<file path="src/rtl/signed_search.sv">
// signed_search
//   Sequential binary-search engine that discovers an unknown W-bit
//   two's-complement value sitting behind an external signed magnitude
//   comparator. It presents trial values over a req/ack handshake and
//   narrows a signed [lo, hi] window from the gt/eq/lt responses.
//
// Ports
//   clk     in   rising-edge clock
//   rstn    in   asynchronous active-low reset
//   start   in   begin a search (honoured only while idle)
//   trial   out  W-bit signed trial value for the comparator
//   req     out  trial valid, held until ack
//   ack     in   comparator response valid; gt/eq/lt sampled with it
//   gt      in   hidden value > trial
//   eq      in   hidden value == trial
//   lt      in   hidden value < trial
//   busy    out  search in progress (request or gap cycle)
//   done    out  one-cycle pulse at the end of a search
//   result  out  last trial that returned eq (valid when found=1)
//   found   out  search ended on eq
//   err     out  search aborted on a non-one-hot response
//
// Build option
//   SEARCH_ONEHOT_CHECK_EN  when defined, an ack whose gt/eq/lt flags are
//                           not exactly one-hot aborts the search with
//                           err=1. When undefined, err is tied low and the
//                           flags are decoded with priority eq > gt > lt;
//                           an ack with no flag set is ignored.

module signed_search #(
  parameter int W = 4
) (
  input  logic         clk,
  input  logic         rstn,
  input  logic         start,
  output logic [W-1:0] trial,
  output logic         req,
  input  logic         ack,
  input  logic         gt,
  input  logic         eq,
  input  logic         lt,
  output logic         busy,
  output logic         done,
  output logic [W-1:0] result,
  output logic         found,
  output logic         err
);

  typedef enum logic [1:0] {
    S_IDLE,
    S_REQ,
    S_GAP,
    S_DONE
  } state_t;

  // Window bounds carry one extra bit so lo can step past the top of the
  // range (and hi past the bottom) when the responder is inconsistent.
  localparam logic signed [W:0] LO_INIT = {2'b11, {(W-1){1'b0}}};
  localparam logic signed [W:0] HI_INIT = {2'b00, {(W-1){1'b1}}};
  localparam logic signed [W:0] ONE     = 1;

  // Floor midpoint: the sum is formed at W+2 bits so it cannot overflow,
  // then arithmetically shifted so negative sums round toward -inf.
  function automatic logic signed [W:0] midpoint(
    input logic signed [W:0] a,
    input logic signed [W:0] b
  );
    logic signed [W+1:0] s;
    s = $signed({a[W], a}) + $signed({b[W], b});
    return (W+1)'(s >>> 1);
  endfunction

  localparam logic signed [W:0] MID_INIT = midpoint(LO_INIT, HI_INIT);

  state_t            state;
  logic signed [W:0] lo;
  logic signed [W:0] hi;
  logic signed [W:0] mid;

  always_comb begin
    mid = midpoint(lo, hi);
  end

  always_ff @(posedge clk or negedge rstn) begin
    if (!rstn) begin
      state  <= S_IDLE;
      lo     <= LO_INIT;
      hi     <= HI_INIT;
      trial  <= '0;
      req    <= 1'b0;
      busy   <= 1'b0;
      done   <= 1'b0;
      result <= '0;
      found  <= 1'b0;
`ifdef SEARCH_ONEHOT_CHECK_EN
      err    <= 1'b0;
`endif
    end else begin
      done <= 1'b0;
      case (state)
        S_IDLE: begin
          if (start) begin
            lo     <= LO_INIT;
            hi     <= HI_INIT;
            result <= '0;
            found  <= 1'b0;
`ifdef SEARCH_ONEHOT_CHECK_EN
            err    <= 1'b0;
`endif
            trial  <= W'(MID_INIT);
            req    <= 1'b1;
            busy   <= 1'b1;
            state  <= S_REQ;
          end
        end

        S_REQ: begin
          if (ack) begin
`ifdef SEARCH_ONEHOT_CHECK_EN
            if (!$onehot({gt, eq, lt})) begin
              err   <= 1'b1;
              found <= 1'b0;
              req   <= 1'b0;
              busy  <= 1'b0;
              done  <= 1'b1;
              state <= S_DONE;
            end else
`endif
            if (eq) begin
              result <= trial;
              found  <= 1'b1;
              req    <= 1'b0;
              busy   <= 1'b0;
              done   <= 1'b1;
              state  <= S_DONE;
            end else if (gt) begin
              lo    <= mid + ONE;
              req   <= 1'b0;
              state <= S_GAP;
            end else if (lt) begin
              hi    <= mid - ONE;
              req   <= 1'b0;
              state <= S_GAP;
            end
            // no flag set: response ignored, trial and req stay as they are
          end
        end

        S_GAP: begin
          // Crossed bounds can only come from an inconsistent responder.
          if (lo > hi) begin
            found <= 1'b0;
            busy  <= 1'b0;
            done  <= 1'b1;
            state <= S_DONE;
          end else begin
            trial <= W'(mid);
            req   <= 1'b1;
            state <= S_REQ;
          end
        end

        S_DONE: begin
          state <= S_IDLE;
        end

        default: begin
          state <= S_IDLE;
          req   <= 1'b0;
          busy  <= 1'b0;
        end
      endcase
    end
  end

`ifndef SEARCH_ONEHOT_CHECK_EN
  assign err = 1'b0;
`endif

endmodule

</file>
<file path="config.mk">
export PLATFORM = sky130hd
export DESIGN_NAME = signed_search
export DESIGN_NICKNAME = d
export VERILOG_FILES = /design/src/rtl/signed_search.sv
export SDC_FILE = /design/constraint.sdc
export NUM_CORES = 1
export LEC_CHECK = 0
export BUFFER_PORTS_ARGS = -buffer_cell sky130_fd_sc_hd__buf_2
export CORE_MARGIN = 5
export CORE_UTILIZATION = 42
export CTS_BUF_LIST = sky130_fd_sc_hd__clkbuf_2
export CTS_CLUSTER_SIZE = 12
export DETAILED_ROUTE_END_ITERATION = 8
export GPL_TIMING_DRIVEN = 0
export HOLD_SLACK_MARGIN = 0.15
export PLACE_DENSITY = 0.7
export SETUP_SLACK_MARGIN = 0.4
export SLEW_MARGIN = 20
export SYNTH_ARGS = -nofsm -noshare
export SYNTH_HDL_FRONTEND = slang
export SYNTH_SLANG_ARGS = --single-unit
</file>
<file path="constraint.sdc">
create_clock -name clk -period 2.27 [get_ports clk]
set_input_delay 0.1135 -clock clk [delete_from_list [all_inputs] [get_ports clk]]
set_output_delay 0.1135 -clock clk [all_outputs]
set_load 0.005 [all_outputs]
</file>
### After elaboration in Yosys (flattened, before gate mapping)

Index checks and enable logic that the tools add are counted.
Widths: inputs -> output; s select.

| storage, ports and cells | value |
|---|---|
| flip-flop bits (word level) | 24 |
| bits of input ports | 7 |
| output and inout port bits | 13 |
| word-level logic and storage cells | 81 |

| cells by class | value |
|---|---|
| add/subtract/negate cells | 3 |
| magnitude comparators | 1 |
| equal/unequal tests | 13 |
| mux-type cells | 44 |
| reduce and logical (&&, ||, !) cells | 11 |

Operators with widths:

| operator | count |
|---|---|
| $mux 5 | 9 |
| $mux 4 | 5 |
| $pmux 5 s2 | 2 |
| $ne 2x2->1 const B | 9 |
| $pmux 4 s2 | 2 |
| $mux 1 | 15 |
| $reduce_and 5->1 | 3 |
| $mux 2 | 6 |
| $pmux 1 s3 | 3 |
| $pmux 2 s4 | 1 |
| $add 5x5->6 | 1 |
| $reduce_and 3->1 | 2 |
| $reduce_and 6->1 | 1 |
| $add 5x2->5 const B | 1 |
| $gt 5x5->1 | 1 |
| $sub 5x2->5 const B | 1 |
| $eq 2x2->1 const B | 2 |
| $ne 4x4->1 const B | 1 |
| $reduce_and 4->1 | 1 |
| $reduce_bool 2->1 | 2 |
| $reduce_bool 3->1 | 1 |
| $eq 2x1->1 const B | 1 |
| $logic_not 2->1 | 1 |
| $pmux 1 s2 | 1 |

### Depth between registers and ports, before layout

| depth | value |
|---|---|
| word-level depth | 7 |
| depth in mapped cells | 8 |
| gate-level depth less buffers | 8 |

### Worst setup path after synthesis

Ideal clock, no wire load.

| timing path | value |
|---|---|
| path kind | reg-to-reg |
| start point | reg lo[3] |
| end point | reg found |
| arrival | 2.086 ns |
| setup slack | 0.056 ns |
| stages on the path, launching flop included | 8 |
| path buffers | 1 |
| clock period less this slack | 2.214 ns |
| cells stage by stage | dfstp_2 ha_1 buf_2 and4_1 mux2i_1 o21ai_1 a2111oi_4 mux2_1 |

| between the ends | value |
|---|---|
| cells in the longest elaborated chain, start to end | 3 |

Ends and longest elaborated chain:

| element | line | source |
|---|---|---|
| start: declaration | 76 | `logic signed [W:0] lo;` |
| start signal: assignment | 137 | `lo <= mid + ONE;` |
| $gt 5x5->1 | 151 | `if (lo > hi) begin` |
| $ne 2x2->1 (no source line) | -- |  |
| $reduce_and 5->1 (no source line) | -- |  |
| end signal: assignment | 106 | `found <= 1'b0;` |
| end signal: assignment | 131 | `found <= 1'b1;` |
| end signal: assignment | 152 | `found <= 1'b0;` |
| end: declaration | 45 | `output logic found,` |

Every way passes these cells.
A chain may end at the register's enable or synchronous reset.

### Final worst setup path

| timing path | value |
|---|---|
| start point | reg hi[1] |
| end point | reg found |

| between the ends | value |
|---|---|
| cells in the longest elaborated chain, start to end | 3 |

Ends and longest elaborated chain:

| element | line | source |
|---|---|---|
| start: declaration | 77 | `logic signed [W:0] hi;` |
| start signal: assignment | 141 | `hi <= mid - ONE;` |
| $gt 5x5->1 | 151 |  |
| $ne 2x2->1 (no source line) | -- |  |
| $reduce_and 5->1 (no source line) | -- |  |

Every way passes these cells.

==> results_dict.tcl <==
set metrics [dict create \
    gp_congestion 0.824 \
    p_sw_w 0.00166 \
    final_nets 229 \
    place_hpwl_um 2720 \
    ctsHtreeMaxLevel 1 \
    dr.pass1.iters 5 \
    critPathMaxStageDelay_ns 0.60 \
    hold_class "input pin to register" \
    synth-seq-area-share_pct 37.6 \
    start_util_pct 43.7 \
    track_usage_pct 16.7 \
    slowest_stage "dfstp_2" \
    endpoint_kind "register" \
    combinationalPowerShare_pct 76.6 \
    start_kind "register" \
    clock_skew_ns 0.00423 \
    tritoncts "yes" \
    max_slew.worst_pin.slew_ns 0.522 \
    p_leak_nw 0.978 \
    num_antenna_cells 0 \
    postSynthAreaPerCell_um2 10.4 \
    period_share_pct 98.8 \
    gr-total-overflow 0 \
    slew_headroom_pct 65.2 \
    rsz0062_at_grt "true" \
    chipHeight_um 72.0 \
    syn_nets 180 \
    dieArea_um2 5180 \
    p_int_w 0.00214 \
    grt_pass1_vias 1460 \
    wirelength_um 4110 \
    drive_above_1_share_pct 47.8 \
    seqPwrFrac_pct 19.0 \
    grt_first_pass_wirelength_um 6870 \
    syn_to_final_growth_pct 40.7 \
    finalSetupViolCount 0 \
    status "complete, no violations" \
    drt-wirelength-per-cell_um 16.4 \
    fin_cells 251 \
    required_ns 2.53 \
    async_flop_share_pct 100 \
    vias_per_cell 5.50 \
    synthCells 155 \
    hold_viol 0 \
    clkTransAtPathRegs_ns 0.22 \
    ys_ff_latch 24 \
    arrival_ns 2.51 \
    grt_start_max_net_pins 25 \
    seq_area_um2 607 \
    clockBufferDepth 2 \
    ys.warnings.count 0 \
    synth-main-ff-cell "dfrtp_1" \
    cts_made_buffers 3 \
    ant_nets 0 \
    finalMaxSlewViolations 0 \
    core-area_um2 3690 \
    swShare_pct 43.6 \
    root_buffer "clkbuf_2" \
    cts.sinks 24 \
    max-vdd-ir-drop_v 0.00101 \
    placed_area_um2 1830 \
    rows 22 \
    reg2reg_depth 7 \
    drt-initial-drc-count 54 \
    io_pins 20 \
    design_area_um2 2270 \
    portBuffers 18 \
    placed_cells 221 \
    p_per_area_nw_per_um2 1670 \
    path_max_fanout 3 \
    ys_types 51 \
    path_cells "inv_2 > ha_4 > and4_1 > mux2i_2 > o21ai_2 > a2111oi_4 > mux2_1" \
    critPathKind "register to register" \
    maxCapViolations 0 \
    nFillCells 318 \
    synth_edf_count 0 \
    syn_area_um2 1610 \
    clock_latency_ns 0.34 \
    multiInputGateArea_um2 1170 \
    final_cell_mix "buf_2, dfrtp_1, buf_4" \
    fp.dieW_um 72.0 \
    drc_errors 0 \
    vias 1380 \
    clkPwrFrac_pct 4.4 \
    fmax_mhz 446 \
    antenna_found_initial 0 \
    min_path_cells 4 \
    period_needed_ns 2.24 \
]
worst max-delay path: cells and delay by family (launching register included):
| kind | cells | cell delay (ns) |
|---|---|---|
| adders and majority gates | 1 | 0.23 |
| buffers and inverters | 1 | 0.06 |
| AOI/OAI and AO/OA | 2 | 0.47 |
| muxes | 2 | 0.58 |
| DFF | 1 | 0.60 |
| and+or+nand+nor | 1 | 0.22 |
kinds of logic after synthesis:
group,share of synthesized area [%]
AO/OA/AOI/OAI,20.9
XOR/XNOR,4.81
adder cells (fa/ha/maj),14.4
buffers and inverters,4.27
flip-flops,37.6
multiplexers,3.96
other,0.233
AND/OR/NAND/NOR,13.8
flip-flops by register name, indices dropped and copies added, names as in the netlist:
signal	cells
hi	5
lo	5
result	4
trial	4
state	2
busy	1
done	1
found	1
req	1
Yosys cell counts (2+ instances only):
library cell | instances | area [um2]
dfrtp_1 | 19 | 475
ha_1 | 17 | 213
inv_1 | 12 | 45.0
nor2_1 | 9 | 33.8
o21a_1 | 8 | 60.1
a21oi_1 | 6 | 30.0
xnor2_1 | 6 | 52.6
dfstp_2 | 5 | 131
nand2_1 | 5 | 18.8
a22o_1 | 4 | 35.0
and3_1 | 4 | 25.0
nand4_1 | 4 | 25.0
o21ai_0 | 4 | 20.0
mux2i_1 | 3 | 30.0
nand2b_1 | 3 | 18.8
nand3_1 | 3 | 15.0
nor2b_1 | 3 | 18.8
a311oi_1 | 2 | 17.5
a31oi_1 | 2 | 12.5
clkbuf_1 | 2 | 7.51
mux2_1 | 2 | 22.5
o21ai_1 | 2 | 10.0
o22ai_1 | 2 | 12.5
final cells by class:
type | instances | area share (%)
well taps | 48 | 2.65
clock buffers | 3 | 0.662
inverters | 13 | 2.26
clock inverters | 1 | 0.165
plain buffers | 4 | 1.38
repair buffers | 44 | 14.7
flip-flops and latches | 24 | 26.7
multi-input cells | 114 | 51.5
stage by stage:
step                TNS, ns  setup slack [ns]  util (%)  power (W)  hold slack (ns)
floorplan                 0             0.202         -    0.00220           -0.182
global placement          0            0.0145      49.7    0.00258            0.103
detailed placement        0           0.00342      49.7    0.00265            0.119
CTS                       0           0.00655      58.3    0.00341            0.158
global route        -0.0197           -0.0154      61.5    0.00407            0.156
finish                    0            0.0278      61.5    0.00380            0.173
power groups by stage:
stage | clock network (W) | registers, W | logic [W]
2_1_floorplan | 0 | 0.000732 | 0.00147
4_1_cts | 0.000164 | 0.000717 | 0.00253
3_5_place_dp | 0 | 0.000744 | 0.00190
5_1_grt | 0.000187 | 0.000742 | 0.00314
3_3_place_gp | 0 | 0.000732 | 0.00185
6_report | 0.000166 | 0.000722 | 0.00291
path summary, 6_finish.rpt:
| check | to | start | slack [ns] |
|---|---|---|---|
| max | found | hi[1] | 0.03 |
| min reg2reg | found | found | 0.52 |
| min | done | eq | 0.17 |
| max reg2reg | found | hi[1] | 0.03 |
| max in group asynchronous | lo[4] | rstn | 1.68 |
| min in group asynchronous | state[0] | rstn | 0.22 |
timing repair:
item / in CTS / in global routing
pin swaps: 15 / 13
setup buffers: 19 / 5
hold endpoints to repair: 25 / 0
gates cloned: 0 / 0
resized for setup: 23 / 24
hold buffers: 2 / 0
endpoints found under the setup margin: 24 / 23
metal layers:
layer  share of wire, %  vias to the layer above  global-route usage [%]
met1                 41                      691                    19.5
li1                   -                      651                       -
met5                  0                        -                       0
met2                 54                       27                    31.3
met4                2.6                        0                    6.26
met3                2.3                       11                    1.66
Power figures use the tool's default switching activity.
